**src/rtl/player_ctrl.sv**
```systemverilog
// rtl/player_ctrl.sv - player sprite position, lives and alive/shoot/hit/dead control.
// Optional blinking while hit is enabled by defining PLAYER_BLINK_EN.
module player_ctrl #(
    parameter int OBJECT_WIDTH_X = 40,
    parameter int OBJECT_HEIGHT_Y = 40,
    parameter int SCREEN_WIDTH = 640,
    parameter int START_X = 300,
    parameter int PLAYER_Y = 400,
    parameter int SPEED = 4,
    parameter int LIVES = 3,
    parameter int FREEZE_FRAMES = 8,
    parameter int HIT_FRAMES = 64
) (
    input  logic        clk,
    input  logic        reset,
    input  logic        startOfFrame,
    input  logic [10:0] pixelX,
    input  logic [10:0] pixelY,
    input  logic        leftKey,
    input  logic        rightKey,
    input  logic        shootKey,
    input  logic        restartKey,
    input  logic        hitBall,
    input  logic        ropeBusy,
    output logic [10:0] topLeftX,
    output logic [10:0] topLeftY,
    output logic [10:0] offsetX,
    output logic [10:0] offsetY,
    output logic        insideRectangle,
    output logic        fire,
    output logic [1:0]  livesLeft,
    output logic        gameOver
);

    typedef enum logic [1:0] {ALIVE, SHOOT, HIT, DEAD} state_t;

    localparam int CNT_MAX = (HIT_FRAMES > FREEZE_FRAMES) ? HIT_FRAMES : FREEZE_FRAMES;
    localparam int CNT_W = (CNT_MAX < 8) ? 3 : $clog2(CNT_MAX + 1);
    localparam logic [CNT_W-1:0] FREEZE_LAST = CNT_W'(FREEZE_FRAMES - 1);
    localparam logic [CNT_W-1:0] HIT_LAST = CNT_W'(HIT_FRAMES - 1);
    localparam logic signed [12:0] MAX_X = 13'(SCREEN_WIDTH - OBJECT_WIDTH_X);
    localparam logic signed [12:0] STEP = 13'(SPEED);

    state_t           state, state_next;
    logic [CNT_W-1:0] cnt, cnt_next;
    logic [10:0]      x_next;
    logic [1:0]       lives_next;
    logic             fire_next;
    logic             shoot_prev;
    logic             shoot_edge;
    logic signed [12:0] x_ext, x_left, x_right;
    logic [10:0]      x_dec, x_inc;
    logic             rect_x, rect_y, rect, draw;

    assign topLeftY   = 11'(PLAYER_Y);
    assign gameOver   = (state == DEAD);
    assign shoot_edge = shootKey & ~shoot_prev;

    // Extended signed arithmetic so a step left from near 0 clamps instead of wrapping.
    assign x_ext   = signed'({2'b00, topLeftX});
    assign x_left  = x_ext - STEP;
    assign x_right = x_ext + STEP;
    assign x_dec   = (x_left < 13'sd0) ? 11'd0 : x_left[10:0];
    assign x_inc   = (x_right > MAX_X) ? MAX_X[10:0] : x_right[10:0];

    assign rect_x = ({1'b0, pixelX} >= {1'b0, topLeftX}) &&
                    ({1'b0, pixelX} < ({1'b0, topLeftX} + 12'(OBJECT_WIDTH_X)));
    assign rect_y = ({1'b0, pixelY} >= 12'(PLAYER_Y)) &&
                    ({1'b0, pixelY} < 12'(PLAYER_Y + OBJECT_HEIGHT_Y));
    assign rect   = rect_x && rect_y;
`ifdef PLAYER_BLINK_EN
    assign draw = rect && (state != DEAD) && !((state == HIT) && cnt[2]);
`else
    assign draw = rect && (state != DEAD);
`endif

    always_ff @(posedge clk) begin
        if (reset) begin
            state <= ALIVE;
        end else begin
            state <= state_next;
        end
    end

    always_comb begin
        state_next = state;
        x_next     = topLeftX;
        lives_next = livesLeft;
        cnt_next   = cnt;
        fire_next  = 1'b0;
        unique case (state)
            ALIVE, SHOOT: begin
                if (hitBall) begin
                    lives_next = livesLeft - 2'd1;
                    cnt_next   = '0;
                    state_next = (livesLeft == 2'd1) ? DEAD : HIT;
                end else if (state == ALIVE) begin
                    if (startOfFrame && leftKey && !rightKey) begin
                        x_next = x_dec;
                    end else if (startOfFrame && rightKey && !leftKey) begin
                        x_next = x_inc;
                    end
                    if (shoot_edge && !ropeBusy) begin
                        fire_next  = 1'b1;
                        state_next = SHOOT;
                        cnt_next   = '0;
                    end
                end else if (startOfFrame) begin
                    if (cnt == FREEZE_LAST) begin
                        state_next = ALIVE;
                        cnt_next   = '0;
                    end else begin
                        cnt_next = cnt + 1'b1;
                    end
                end
            end
            HIT: begin
                if (startOfFrame) begin
                    if (cnt == HIT_LAST) begin
                        state_next = ALIVE;
                        x_next     = 11'(START_X);
                        cnt_next   = '0;
                    end else begin
                        cnt_next = cnt + 1'b1;
                    end
                end
            end
            DEAD: begin
                if (restartKey) begin
                    state_next = ALIVE;
                    lives_next = 2'(LIVES);
                    x_next     = 11'(START_X);
                    cnt_next   = '0;
                end
            end
            default: state_next = ALIVE;
        endcase
    end

    always_ff @(posedge clk) begin
        if (reset) begin
            topLeftX        <= 11'(START_X);
            livesLeft       <= 2'(LIVES);
            cnt             <= '0;
            fire            <= 1'b0;
            shoot_prev      <= 1'b0;
            insideRectangle <= 1'b0;
            offsetX         <= '0;
            offsetY         <= '0;
        end else begin
            topLeftX        <= x_next;
            livesLeft       <= lives_next;
            cnt             <= cnt_next;
            fire            <= fire_next;
            shoot_prev      <= shootKey;
            insideRectangle <= draw;
            offsetX         <= rect ? (pixelX - topLeftX) : 11'd0;
            offsetY         <= rect ? (pixelY - 11'(PLAYER_Y)) : 11'd0;
        end
    end

endmodule

```
**config.mk**
```make
export PLATFORM = sky130hd
export DESIGN_NAME = player_ctrl
export DESIGN_NICKNAME = d
export VERILOG_FILES = /design/src/rtl/player_ctrl.sv
export SDC_FILE = /design/constraint.sdc
export NUM_CORES = 1
export LEC_CHECK = 0
export CAP_MARGIN = 20
export CORE_ASPECT_RATIO = 2
export CORE_MARGIN = 4
export CORE_UTILIZATION = 50
export DETAILED_ROUTE_END_ITERATION = 8
export GPL_TIMING_DRIVEN = 0
export PLACE_DENSITY = 0.81
export SYNTH_ARGS = -nofsm -noshare
export SYNTH_HDL_FRONTEND = slang
export SYNTH_SLANG_ARGS = --single-unit
export TNS_END_PERCENT = 50
```
**constraint.sdc**
```tcl
create_clock -name clk -period 3.27 [get_ports clk]
set_input_delay 0.4905 -clock clk [delete_from_list [all_inputs] [get_ports clk]]
set_output_delay 0.4905 -clock clk [all_outputs]
set_load 0.02 [all_outputs]
```
[After elaboration in Yosys (flattened, before gate mapping)]
Index checks and enable logic that the tools add are counted.
W data, S select, Z words.
Cells by class
  add/sub/neg operators: 7
  shift operators: 0
  divide/modulo/power cells: 0
  reductions and logical operators: 21
  bitwise logic cells: 5
  eq/ne operators: 17
  magnitude comparators: 6
  mux-type cells: 33
  multipliers: 0
Operators by type and width (count)
  $mux W11: 9
  $mux W7: 8
  $pmux W11 S3: 1
  $pmux W7 S3: 1
  $mux W2: 10
  $ne A2 B2 Y1 const B: 7
  $add A11 B3 Y12 const B: 1
  $add A11 B6 Y12 const B: 1
  $gt A12 B10 Y1 const B: 1
  $lt A11 B12 Y1: 1
  $lt A12 B1 Y1 const B: 1
  $ne A4 B4 Y1 const B: 3
  $reduce_and A6 Y1: 2
  $sub A11 B3 Y12 const B: 1
  $ge A11 B11 Y1: 1
  $ge A11 B9 Y1 const B: 1
  $lt A11 B9 Y1 const B: 1
  $sub A11 B11 Y11: 1
  $sub A11 B9 Y11 const B: 1
  $logic_and A1 B1 Y1: 9
  $add A7 B1 Y7 const B: 1
  $eq A7 B3 Y1 const B: 1
  $eq A7 B6 Y1 const B: 1
  $pmux W2 S3: 1
  15 further kinds: 24
Storage, ports and cells
  output and inout bits: 49
  register bits: 47
  ROM bits: 0
  input bits: 31
  latch bits: 0
  RAM bits: 0
  memories kept: 0

[Logic depth before layout (Yosys ltp)]
  word-level depth: 8
  mapped depth: 11
  mapped depth without buffers: 9

[Least setup slack after synthesis]
No wires, ideal clock.
  kind: reg-to-reg
  start: register topLeftX[4]
  end: register offsetX[2]
  arrival: 2.444 ns
  clock period less this slack: 2.536 ns
  path slack: 0.734 ns
  setup time: 0.092 ns
  required time: 3.178 ns
  stages on the path, launching flop included: 12
  path buffers: 2
  path through: dfxtp_1 clkbuf_1 inv_1 ha_1 inv_1 ha_1 and4_1 o31a_1 a211oi_1 o22ai_1 clkbuf_1 nor4_1
Between the ends
  word-level cells in the longest chain between the ends: 6
  elaborated cells between the ends (all ways): 7
  classes of those cells: 1 x add/sub; 2 x order compare; 1 x bitwise; 3 x reduce/logical
RTL lines
  from (decl): line 25  | output logic [10:0] topLeftX,
  from (signal assigned): line 142  | topLeftX <= 11'(START_X);
  from (signal assigned): line 151  | topLeftX <= x_next;
  $add A11 B6 Y12: line 67  | ({1'b0, pixelX} < ({1'b0, topLeftX} + 12'(OBJECT_WIDTH_X)));
  $lt A11 B12 Y1: line 67
  $logic_and A1 B1 Y1 (*): line 66  | assign rect_x = ({1'b0, pixelX} >= {1'b0, topLeftX}) &&
  $logic_and A1 B1 Y1 (*): line 70  | assign rect = rect_x && rect_y;
  $not A1 Y1 (no line) (*)
  $reduce_or A2 Y1 (no line) (*)
  to (signal assigned): line 157  | offsetX <= rect ? (pixelX - topLeftX) : 11'd0;
  to (decl): line 27  | output logic [10:0] offsetX,
Mark *: on every way between the ends. The rest lies on a longest branch, timed or not.
A chain may end at the register's enable or synchronous reset.

[Final worst setup path]
  start: register topLeftX[5]
  end: register offsetX[2]
Same word-level chain as after synthesis.

==> flow_summary.yaml <==
status:
  outcome: "finished, final reports clean"
setup_path:
  crit_arrival_ps: 3250
  cp_max_fo: 10
  endpoint_kind: "flop"
  start_kind: "flop"
  worstPathRequired_ps: 3450
  rrSetupSlack_ps: 200
  path_class: "flop to flop"
final_layout:
  fin_cells: 557
  area_growth_pct: 31.4
  layout-drive-gt1-share_pct: 8.28
  antennaDiodeCount: 0
  fillers: 567
  fin_util_pct: 67.1
  nets: 529
clocking:
  htree_levels: 2
  cts-root-buf: "clkbuf_16"
  clk_pin_slew_ps: 60
  cts_buffer_depth: 2
  numCtsBuffers: 5
  clk-insertion-delay-late_ps: 290
  cts_tree: "yes"
  postCtsHoldBufs: 0
  cts_sinks: 45
synth:
  ys_async_sr_fraction_pct: 0
  yosysSeqAreaShare_pct: 28.2
  synth-simple-area-share_pct: 23.9
  synth_edf_count: 0
  yosysTopAreaCell: "dfxtp_1"
  synth_top_area_share_pct: 28.2
  synth_compound_area_share_pct: 22.3
  synth_common_cells: "dfxtp_1, ha_1, nand2_1"
  avgSynthCellArea_um2: 8.37
  netlist_top_cells_area: "dfxtp_1, ha_1, nor3_1"
  yosys.area_share.adder_pct: 11.0
  yosys_register_bits: 45
  synth_most_common_cell: "dfxtp_1"
  synth_xor_area_share_pct: 6.03
  synth_area_um2: 3200
  synthFlopType: "dfxtp_1"
  muxShareOfSynthArea_pct: 0.313
  synth_cells: 382
  synth_top_family_by_area: "simple AND/OR/NAND/NOR gates"
  yosysWarnings: 0
  synthDistinctLibCells: 67
pwr:
  power.density_nw_per_um2: 355
  power_leakage_uw: 0.00162
  ir_drop_mv: 0.268
  finalPower_uw: 1490
die:
  fp.dieW_um: 64.5
  die_h_um: 121
  start_util_pct: 51.1
  die_area_um2: 7810
  core_area_um2: 6260
  ioPinCount: 80
  rows: 41
grt:
  antenna_found_initial: 0
  grt_pass1_wl_um: 15000
  gr-total-overflow: 0
  grt_max_degree: 14
  grt_pass1_vias: 3295
  grt_usage_pct: 24.7
routing:
  drt_wl_total_um: 9280
  dr.pass1.iters: 4
  ant_nets: 0
  routed_via_density: 5.84
  routed-via-count: 3251
  drt_iter0_drc: 153
  drcViolationCount: 0
  wl_per_cell_um: 16.7
timing:
  tightest_slew_ps: 747
  fmax_ghz: 0.326
  rsz0062_at_grt: "false"
  finalSetupTns_ps: 0
  max_slew_margin_pct: 48.9
  fin_crit_ps: 3070
  final_max_slew_viol_count: 0
  hold_viol: 0
  setup_ws_ps: 198
  skew_ps: 8.86
  setup_violations: 0
  finalCritPeriodShare_pct: 93.9
place:
  portBuffers: 66
  gp_congestion: 0.944
  dp_cells: 549
  hpwl_um: 7580
  pre_cts_slack_ps: 144
job:
  max_cap_viol_count: 0
min_path:
  hold_class: "flop to flop"
[through the flow]
| step | hold slack [ps] | instance area, um^2 |
|---|---|---|
| finish | 496 | 4200 |
| global route | 508 | 4200 |
| CTS | 499 | 4190 |
| detailed placement | 489 | 4020 |
| global placement | 458 | 4020 |
| floorplan | 447 | 3250 |
[where the power goes]
| part | switching [uW] | internal, uW |
|---|---|---|
| clock | 207 | 382 |
| sequential | 12.9 | 562 |
| combinational | 183 | 145 |
| total | 403 | 1090 |
[worst max-delay path: stages (launching register included)]
cell and delay (ps):
dfxtp_1 370, clkbuf_2 240, a21oi_1 420, xnor2_1 180
ha_1 260, and4_1 160, o31a_1 100, a211oi_1 400
o22ai_1 240, clkbuf_1 280, nor4_1 310
[sequential cells by signal (all words and copies together), names as in the netlist]
register and cells:
state 2, cnt 7, fire 1, topLeftX 9, livesLeft 2, shoot_prev 1, offsetX 11, offsetY 11
insideRectangle 1
[cell families (layout without fill, tap and decap cells)]
| family | after synthesis | in the layout |
|---|---|---|
| AND/OR/NAND/NOR | 133 | 133 |
| AO/OA/AOI/OAI | 98 | 98 |
| buffers and inverters | 53 | 127 |
| flip-flops | 45 | 45 |
| adder cells (fa/ha/maj) | 28 | 28 |
| XOR/XNOR | 22 | 22 |
| other | 2 | 17 |
| multiplexers | 1 | 1 |
[per-layer routing]
| layer | share of wire, % | vias to the layer above | track usage, % | routed length, um |
|---|---|---|---|---|
| li1 | - | 1566 | - | - |
| met1 | 32 | 1513 | 20.0 | 2950 |
| met2 | 56 | 129 | 48.4 | 5210 |
| met3 | 5.3 | 43 | 5.38 | 488 |
| met4 | 6.8 | 0 | 18.9 | 628 |
| met5 | 0 | - | 0 | 0 |
[repair_timing]
item	4_1_cts	5_1_grt
gates resized for setup	0	7
setup endpoints to repair	0	19
buffers inserted	0	0
[area by class of cell]
class	count	area, um^2	share of cell area [%]
Timing Repair Buffer	66	661	15.7
Multi-Input combinational cell	299	2100	49.9
Inverter	22	82.6	1.97
Buffer	31	179	4.26
Clock inverter	1	30.0	0.715
Clock buffer	7	143	3.40
Tap cell	86	108	2.56
Sequential cell	45	901	21.5
[cells in the final DEF (no fill, tap or decap), types with 7 or more instances in the layout]
master and n:
o21ai_0 15, nor3_1 20, buf_4 13, conb_1 17
inv_1 21, nor2_1 19, ha_1 27, a21oi_1 17
a211oi_1 7, xor2_1 11, nor4_1 8, nand2_1 24
nand3_1 8, clkbuf_1 13, dfxtp_1 45, clkdlybuf4s50_1 66
xnor2_1 11
[final timing paths]
| path | start | to | depth (start not counted) |
|---|---|---|---|
| max | topLeftX[5] | offsetX[2] | 10 |
| min | cnt[1] | cnt[1] | 2 |
| max reg2reg | topLeftX[5] | offsetX[2] | 10 |
| min reg2reg | cnt[1] | cnt[1] | 2 |
Note: power is estimated with default switching activity, not from simulation.
